$ cat src/rtl/mcht_pkg.sv
// Shared types and header layout for the Manchester receive deframer.
package mcht_pkg;

    typedef enum logic [1:0] {
        IDLE,
        PAYLD,
        CKSUM,
        DISCARD
    } state_t;

    typedef enum logic [2:0] {
        STS_OK      = 3'd0,
        STS_SYNC    = 3'd1,
        STS_LEN     = 3'd2,
        STS_CKSUM   = 3'd3,
        STS_TIMEOUT = 3'd4,
        STS_OVF     = 3'd5
    } sts_code_t;

    localparam logic [3:0] MCHT_SYNC = 4'hA;

    // Header word: {sync[15:12], type[11:8], len[7:0]}
    localparam int HDR_SYNC_LSB = 12;
    localparam int HDR_SYNC_W   = 4;
    localparam int HDR_TYPE_LSB = 8;
    localparam int HDR_TYPE_W   = 4;
    localparam int HDR_LEN_LSB  = 0;
    localparam int HDR_LEN_W    = 8;

endpackage

$ cat src/rtl/mcht_sfifo.sv
// Small synchronous FIFO with a show-ahead read port; a pop frees a slot
// for a push in the same cycle even when full.
module mcht_sfifo #(
    parameter int pWIDTH = 17,
    parameter int pDEPTH = 4
) (
    input  logic              clk,
    input  logic              rst_n,
    input  logic              push,
    input  logic [pWIDTH-1:0] push_data,
    input  logic              pop,
    output logic [pWIDTH-1:0] out_data,
    output logic              out_vld,
    output logic              full
);

    localparam int AW = (pDEPTH > 1) ? $clog2(pDEPTH) : 1;
    localparam int CW = AW + 1;

    logic [pWIDTH-1:0] mem [pDEPTH];
    logic [AW-1:0]     wr_ptr;
    logic [AW-1:0]     rd_ptr;
    logic [CW-1:0]     count;
    logic              do_push;
    logic              do_pop;

    assign out_vld  = (count != '0);
    assign full     = (count == CW'(pDEPTH));
    assign do_pop   = pop && out_vld;
    assign do_push  = push && (!full || do_pop);
    assign out_data = mem[rd_ptr];

    always_ff @(posedge clk) begin
        if (!rst_n) begin
            for (int i = 0; i < pDEPTH; i++) begin
                mem[i] <= '0;
            end
            wr_ptr <= '0;
            rd_ptr <= '0;
            count  <= '0;
        end else begin
            if (do_push) begin
                mem[wr_ptr] <= push_data;
                wr_ptr      <= wr_ptr + AW'(1);
            end
            if (do_pop) begin
                rd_ptr <= rd_ptr + AW'(1);
            end
            count <= count + CW'(do_push) - CW'(do_pop);
        end
    end

endmodule

$ cat src/rtl/mcht_rx_deframer.sv
// Parses header/payload/checksum frames from the Manchester decoder, buffers
// payload for the consumer and reports one status pulse per frame.
module mcht_rx_deframer
    import mcht_pkg::*;
#(
    parameter int pMSG_LEN    = 16,
    parameter int pMAX_LEN    = 32,
    parameter int pFIFO_DEPTH = 4,
    parameter int pTIMEOUT    = 1024
) (
    input  logic                CLK_25M,
    input  logic                RST_N,
    input  logic [pMSG_LEN-1:0] RX_MSG,
    input  logic                RX_VLD,
    output logic [15:0]         OUT_DATA,
    output logic                OUT_VLD,
    input  logic                OUT_RDY,
    output logic                OUT_EOF,
    output logic                STS_VLD,
    output logic [2:0]          STS_CODE,
    output logic [3:0]          STS_TYPE,
    output logic [7:0]          ERR_CNT
);

    localparam int TW = $clog2(pTIMEOUT + 1);

    state_t    state_q, state_d;
    logic [3:0]  type_q, type_d;
    logic [7:0]  len_q, len_d;
    logic [7:0]  cnt_q, cnt_d;
    logic [15:0] sum_q, sum_d;
    logic [TW-1:0] timer_q;

    logic [15:0] word;
    logic [3:0]  hdr_sync;
    logic [3:0]  hdr_type;
    logic [7:0]  hdr_len;
    logic        timed_out;
    logic        fifo_full;
    logic        push_ok;
    logic        push;
    logic        push_eof;
    logic [16:0] fifo_q;

    logic        ev_vld;
    sts_code_t   ev_code;
    logic [3:0]  ev_type;

    assign word     = RX_MSG[15:0];
    assign hdr_sync = word[HDR_SYNC_LSB +: HDR_SYNC_W];
    assign hdr_type = word[HDR_TYPE_LSB +: HDR_TYPE_W];
    assign hdr_len  = word[HDR_LEN_LSB +: HDR_LEN_W];

    // An arriving word always beats the idle timer in the same cycle.
    assign timed_out = (state_q != IDLE) && !RX_VLD && (timer_q == TW'(pTIMEOUT - 1));
    assign push_ok   = !fifo_full || (OUT_VLD && OUT_RDY);

    always_comb begin
        state_d  = state_q;
        type_d   = type_q;
        len_d    = len_q;
        cnt_d    = cnt_q;
        sum_d    = sum_q;
        ev_vld   = 1'b0;
        ev_code  = STS_OK;
        ev_type  = '0;
        push     = 1'b0;
        push_eof = 1'b0;

        case (state_q)
            IDLE: begin
                if (RX_VLD) begin
                    if (hdr_sync != MCHT_SYNC) begin
                        ev_vld  = 1'b1;
                        ev_code = STS_SYNC;
                    end else if (hdr_len == '0 || int'(hdr_len) > pMAX_LEN) begin
                        ev_vld  = 1'b1;
                        ev_code = STS_LEN;
                    end else begin
                        type_d  = hdr_type;
                        len_d   = hdr_len;
                        cnt_d   = '0;
                        sum_d   = word;
                        state_d = PAYLD;
                    end
                end
            end
            PAYLD: begin
                if (RX_VLD) begin
                    cnt_d = cnt_q + 8'd1;
                    sum_d = sum_q + word;
                    if (!push_ok) begin
                        state_d = DISCARD;
                    end else begin
                        push     = 1'b1;
                        push_eof = (cnt_q + 8'd1 == len_q);
                        if (cnt_q + 8'd1 == len_q) begin
                            state_d = CKSUM;
                        end
                    end
                end
            end
            CKSUM: begin
                if (RX_VLD) begin
                    ev_vld  = 1'b1;
                    ev_code = (word == sum_q) ? STS_OK : STS_CKSUM;
                    ev_type = type_q;
                    state_d = IDLE;
                end
            end
            DISCARD: begin
                // Once cnt reaches len the next word is the checksum.
                if (RX_VLD) begin
                    if (cnt_q == len_q) begin
                        ev_vld  = 1'b1;
                        ev_code = STS_OVF;
                        ev_type = type_q;
                        state_d = IDLE;
                    end else begin
                        cnt_d = cnt_q + 8'd1;
                    end
                end
            end
            default: state_d = IDLE;
        endcase

        if (timed_out) begin
            ev_vld  = 1'b1;
            ev_code = STS_TIMEOUT;
            ev_type = type_q;
            state_d = IDLE;
        end
    end

    always_ff @(posedge CLK_25M) begin
        if (!RST_N) begin
            state_q  <= IDLE;
            type_q   <= '0;
            len_q    <= '0;
            cnt_q    <= '0;
            sum_q    <= '0;
            timer_q  <= '0;
            STS_VLD  <= 1'b0;
            STS_CODE <= '0;
            STS_TYPE <= '0;
            ERR_CNT  <= '0;
        end else begin
            state_q <= state_d;
            type_q  <= type_d;
            len_q   <= len_d;
            cnt_q   <= cnt_d;
            sum_q   <= sum_d;
            timer_q <= (RX_VLD || state_q == IDLE || timed_out) ? '0 : timer_q + TW'(1);
            STS_VLD <= ev_vld;
            if (ev_vld) begin
                STS_CODE <= ev_code;
                STS_TYPE <= ev_type;
                if (ev_code != STS_OK && ERR_CNT != 8'hFF) begin
                    ERR_CNT <= ERR_CNT + 8'd1;
                end
            end
        end
    end

    mcht_sfifo #(
        .pWIDTH (17),
        .pDEPTH (pFIFO_DEPTH)
    ) u_fifo (
        .clk       (CLK_25M),
        .rst_n     (RST_N),
        .push      (push),
        .push_data ({push_eof, word}),
        .pop       (OUT_RDY),
        .out_data  (fifo_q),
        .out_vld   (OUT_VLD),
        .full      (fifo_full)
    );

    assign OUT_DATA = fifo_q[15:0];
    assign OUT_EOF  = fifo_q[16] & OUT_VLD;

endmodule

$ cat config.mk
export PLATFORM = sky130hd
export DESIGN_NAME = mcht_rx_deframer
export DESIGN_NICKNAME = d
export VERILOG_FILES = /design/src/rtl/mcht_pkg.sv /design/src/rtl/mcht_sfifo.sv /design/src/rtl/mcht_rx_deframer.sv
export SDC_FILE = /design/constraint.sdc
export NUM_CORES = 1
export LEC_CHECK = 0
export BUFFER_PORTS_ARGS = -buffer_cell sky130_fd_sc_hd__buf_4
export CAP_MARGIN = 15
export CORE_MARGIN = 5
export CORE_UTILIZATION = 60
export DETAILED_ROUTE_END_ITERATION = 16
export PLACE_DENSITY = 0.86
export SLEW_MARGIN = 10
export SYNTH_ARGS = -nofsm -noshare
export SYNTH_HDL_FRONTEND = slang
export SYNTH_SLANG_ARGS = --single-unit
$ cat constraint.sdc
create_clock -name CLK_25M -period 3.8 [get_ports CLK_25M]
set_input_delay 0.38 -clock CLK_25M [delete_from_list [all_inputs] [get_ports CLK_25M]]
set_output_delay 0.38 -clock CLK_25M [all_outputs]
set_load 0.01 [all_outputs]
# [Word level (Yosys, flattened, before mapping)]
# Memory sizes are Yosys's and may differ from the RTL's. A register that Yosys moved wholly into a read port is not among the register bits.
# Index checks and enable logic that the tools add are counted.
[totals] register_bits=72 latchBits=0 ram_bits=68 mem_bits_ro=0 in_bits=20 output_inout_bits=34 elab_cells=131 mem_count=1
[classes] addsub=8 n_mul=0 div_mod_pow=0 n_lt_le_gt_ge=1 n_eq_ne=19 shifts=0 n_mux=59 n_bitwise=4 n_reduce_logical=26
[memory_table] memory="u_fifo.mem" words=4 word_bits=17 rd=1 rd_clocked_by_memory_dff=1 wr=4 line_no="mcht_sfifo.sv:20" text="logic [pWIDTH-1:0] mem [pDEPTH];"
[op_table] operator="two-way mux 16 bit" count=4
[op_table] operator="two-way mux 8 bit" count=6
[op_table] operator="two-way mux 2 bit" count=17
[op_table] operator="case mux 16 bit (2 select lines)" count=1
[op_table] operator="case mux 8 bit (3 select lines)" count=1
[op_table] operator="two-way mux 1 bit" count=18
[op_table] operator="two-way mux 17 bit" count=1
[op_table] operator="OR reduction 17 bit" count=1
[op_table] operator="adder 16 bit" count=1
[op_table] operator="adder 8 x 1 -> 8 bit (second input constant)" count=2
[op_table] operator="equality test 16 bit" count=1
[op_table] operator="equality test 8 bit" count=2
[op_table] operator="two-way mux 4 bit" count=4
[op_table] operator="!= test 2 bit (second input constant)" count=8
[op_table] operator="adder 11 x 1 -> 11 bit (second input constant)" count=1
[op_table] operator="equality test 11 x 10 -> 1 bit (second input constant)" count=1
[op_table] operator="two-way mux 3 bit" count=3
[op_table] operator="case mux 3 bit (3 select lines)" count=1
[op_table] operator="nonzero test 3 bit" count=3
[op_table] operator="greater-than comparator 8 x 6 -> 1 bit (second input constant)" count=1
[op_table] operator="logical NOT 8 bit" count=1
[op_table] operator="!= test 8 bit (second input constant)" count=1
[op_table] operator="case mux 2 bit (4 select lines)" count=1
[op_table] operator="case mux 4 bit (2 select lines)" count=1
[op_table] operator="other kinds (22)" count=36

# [Logic depth before layout (Yosys ltp)]
[depth] ltp_word=12 mapped_depth=12 ltp_nobuf=10

# [Modules after synthesis]
# Synthesis repeated with hierarchy kept, for this count alone.
[unflattened] cells_unflattened=693 hier_area_um2=7360.8
[modules_own_cells] mod="mcht_rx_deframer" instances=1 cells_each=481 area_per_inst_um2=3895.0 seq_area_each_um2=1301.2
[modules_own_cells] mod="mcht_sfifo" instances=1 cells_each=212 area_per_inst_um2=3465.8 seq_area_each_um2=2222.1

# [Worst setup path after synthesis]
# Ideal clock, no wire load.
[synth_timing] path_kind="register -> register" startpoint="register state_q[1]" endpoint="memory u_fifo.mem[1][0], enable pin" setup_ns=0.415 arrival_time_ns=2.335 required_ns=3.385 slack_ns=1.051 path_stages_with_launch=8 n_path_buf=1 period_less_slack_ns=2.749 cell_sequence="dfxtp_1 -> inv_1 -> ha_1 -> clkbuf_1 -> nand2_1 -> nor2_1 -> nand2_1 -> o21ai_0"
[synth_rtl] item="start: declaration" line_no="mcht_rx_deframer.sv:27" text="state_t state_q, state_d;"
[synth_rtl] item="start signal: assignment" line_no="mcht_rx_deframer.sv:148" text="state_q <= state_d;"
[synth_rtl] item="end: declaration" line_no="mcht_sfifo.sv:20"

# [Worst setup path in the final report]
[layout_timing] startpoint="register state_q[1]" endpoint="register ERR_CNT[3]"
[layout_between] elab_chain_cells=7 elab_cells_between_ends=13 cone_classes="eq/ne: 2; mux: 4; reduce/logical: 7"
[layout_lines] item="branches (longest 6 deep; another with case mux 3 bit (3 select lines))"
[layout_lines] item="AND reduction 2 bit (no source line) *"
[layout_lines] item="end signal: assignment" line_no="mcht_rx_deframer.sv:159" text="ERR_CNT <= ERR_CNT + 8'd1;"
[layout_lines] item="end: declaration" line_no="mcht_rx_deframer.sv:22" text="output logic [7:0] ERR_CNT"
# Mark *: on every way between the ends.
# A chain may end at the register's enable or synchronous reset.

==> flow_summary.ini <==
[setup_path]
cp.depth = 9
cp.buffers_inverters = 2
path_delay_family = simple AND/OR/NAND/NOR gates
worstPathRequired_ns = 4.15
cp.arrival_ns = 3.24
crit_type = flip-flop to flip-flop
endpoint_kind = flip-flop
cp-start-kind = flip-flop
cp_slowest_stage_delay_ns = 0.53
slowest_stage = or4_1
reg2regPathDepth = 9
critPathMaxFanout = 35
path_cells = inv_1, ha_1, buf_4, nand2b_1, or3_1, o211ai_2, o211ai_4, or4_1, a21oi_1

[route]
drt_iter0_drc = 529
top_layer = met4
ant_nets = 0
num_vias = 5681
dr_wl_met3_mm = 1.080
met2_length_mm = 8.947
drt_pass1_iterations = 5
via_per_inst = 6.305
drt-wirelength-per-cell_um = 19.30
drc = 0
drt-total-wl_mm = 17.39
wl_met1_mm = 6.878

[logic_synthesis]
synth_area_sq_um = 7320
synth_edf_count = 68
synth-seq-area-share = 0.4814
synth_top_family_by_area = simple AND/OR/NAND/NOR gates
ys_warn_count = 0
synth_compound_area_frac = 0.1101
synth_xor_area_frac = 0.04308
async_flop_share = 0
synth-simple-area-share = 0.2046
synth_flop_cell = dfxtp_1
synthAdderAreaFrac = 0.04650
syn_nets = 741
netlist_instances = 695
ys_types = 66
ys_ff_latch = 142
synthMuxAreaShare = 0.08393
syn_area_per_cell_sq_um = 10.53

[clock_network]
cts_max_path_buffers = 2
cts_buffers = 17
hold_buffers = 0
cts.reportedPaths.clkPinSlew_ns = 0.06
cts_root_buffer = clkbuf_16
post-cts-setup-buffers = 0
clock_latency_ns = 0.43
ctsResizeCount = 0
cts_tree = yes
htree_levels = 4
cts_sinks = 142

[cells_and_area]
postLayoutCellArea_sq_um = 8407
drive_gt1_frac = 0.1645
antennaDiodeCount = 0
areaGrowthSynthToFinish_pct = 14.85
fillCellCount = 820
nNetsFinal = 787
stdcell_count = 901

[floorplan]
chipWidth_um = 120.5
io_pins = 54
coreArea_sq_um = 11960
initial_core_util = 0.6119
std_cell_rows = 40
die_area_sq_um = 14510
die_height_um = 120.5

[pwr]
ir_worst_vdd_v = 0.0002662
p_comb_frac = 0.234
clkPwrFrac = 0.365
swShare = 0.2928
power.density_nw_per_um2 = 526.3
seq_power_share = 0.401
p_int_uw = 3129
power.switching_uw = 1296
p_leak_uw = 0.003228

[global_route]
overflow = 0
globalRouteTotalUtil = 0.2462
grt_pass1_wl_mm = 28.32
grt_max_degree = 48
grt_pass1_vias = 5660
antenna_found_initial = 0

[timing]
fin_hold_ws_ns = 0.2569
drv_slew = 0
fin_crit_ns = 2.888
setup_viol = 0
skew_ns = 0.007118
min_period_over_period = 0.7601
grt_setup_unrepaired = no
maxSlewHeadroom = 0.4116
worst_pin_slew_ns = 0.8804
max_freq_mhz = 346.2
fin_setup_tns_ns = 0
hold_viol = 0

[placed_design]
hpwl_mm = 11.88
placed_cells = 869
portBuffers = 53
placed_area_sq_um = 7830
place_congestion = 0.8557

[hold_path]
hold_depth = 3
hp-class = input port to flip-flop

[status]
outcome = completed

[run]
maxCapViolations = 0
kinds of logic after synthesis:
logic type	after synthesis
and+or+nand+nor	274
DFF	142
AOI/OAI and AO/OA	122
buffers and inverters	55
muxes	40
xor gates and xnor gates	36
adders and majority gates	26
power by group through the flow:
| stage | registers, uW | logic [uW] | clock network [uW] |
|---|---|---|---|
| after global routing | 1780 | 1120 | 1710 |
| after detailed placement | 1800 | 1020 | 0 |
| after CTS | 1770 | 1040 | 1630 |
| after global placement | 1790 | 970 | 0 |
| final | 1770 | 1040 | 1620 |
| after floorplan | 1780 | 714 | 0 |
worst paths after layout:
kind              start    endpoint  slack (ns)
max          state_q[1]  ERR_CNT[3]        0.91
min           RX_MSG[1]    len_q[1]        0.26
max reg2reg  state_q[1]  ERR_CNT[3]        0.91
min reg2reg  timer_q[0]  timer_q[0]        0.46
sequential cells by signal, summed over array words and instances (netlist names), 3 cells and up, named ones only:
| signal | flops |
|---|---|
| timer_q | 11 |
| u_fifo.count | 3 |
| STS_CODE | 3 |
| cnt_q | 8 |
| sum_q | 16 |
| type_q | 4 |
| len_q | 8 |
| u_fifo.mem | 68 |
| STS_TYPE | 4 |
| ERR_CNT | 8 |
tightest hold or removal path, stage by stage:
cell	delay [ns]
buf_4	0.12
mux2i_1	0.07
nor2_1	0.07
through the flow:
step	total power, uW	utilization	setup slack, ns
6_report	4425	0.7028	0.9118
3_5_place_dp	2827	0.6546	0.7863
5_1_grt	4613	0.7028	0.7098
2_1_floorplan	2491	-	1.051
3_3_place_gp	2763	0.6542	0.8741
4_1_cts	4436	0.7028	0.9321
synth_stat cells (all sizes together) (11+ instances only):
| library cell | number | share of area |
|---|---|---|
| inv | 17 | 0.0087 |
| and2 | 53 | 0.045 |
| mux2i | 22 | 0.030 |
| xor2 | 11 | 0.013 |
| and3 | 24 | 0.021 |
| nand3 | 18 | 0.012 |
| ha | 24 | 0.041 |
| clkbuf | 30 | 0.016 |
| o21ai | 29 | 0.020 |
| mux4 | 17 | 0.052 |
| edfxtp | 68 | 0.28 |
| xnor2 | 25 | 0.030 |
| or3 | 12 | 0.010 |
| dfxtp | 74 | 0.20 |
| nand2 | 28 | 0.014 |
| nor2 | 72 | 0.037 |
| a21oi | 34 | 0.023 |
routing by layer:
metal  vias up  GRT usage
li1       2641          -
met5         -          0
met2       227     0.4387
met3        45    0.05239
met4         0     0.1013
met1      2768     0.2875
cell usage in the layout, fill, tap and decap left out, types with 25 or more instances in the layout:
cell / n
dfxtp_1: 74
nor2_1: 72
edfxtp_1: 68
buf_4: 64
and2_1: 53
a21oi_1: 34
nand2_1: 28
o21ai_0: 27
xnor2_1: 25
final cells by class:
class,instances,area (sq um),share of cell area
Sequential cell,142,3523,0.4191
Tap cell,147,183.9,0.02188
Clock buffer,21,471.7,0.05611
Timing Repair Buffer,65,485.5,0.05775
Multi-Input combinational cell,498,3573,0.4251
Inverter,17,63.81,0.007590
Clock inverter,11,105.1,0.01250
No activity file was read; power rests on OpenSTA's default activity.
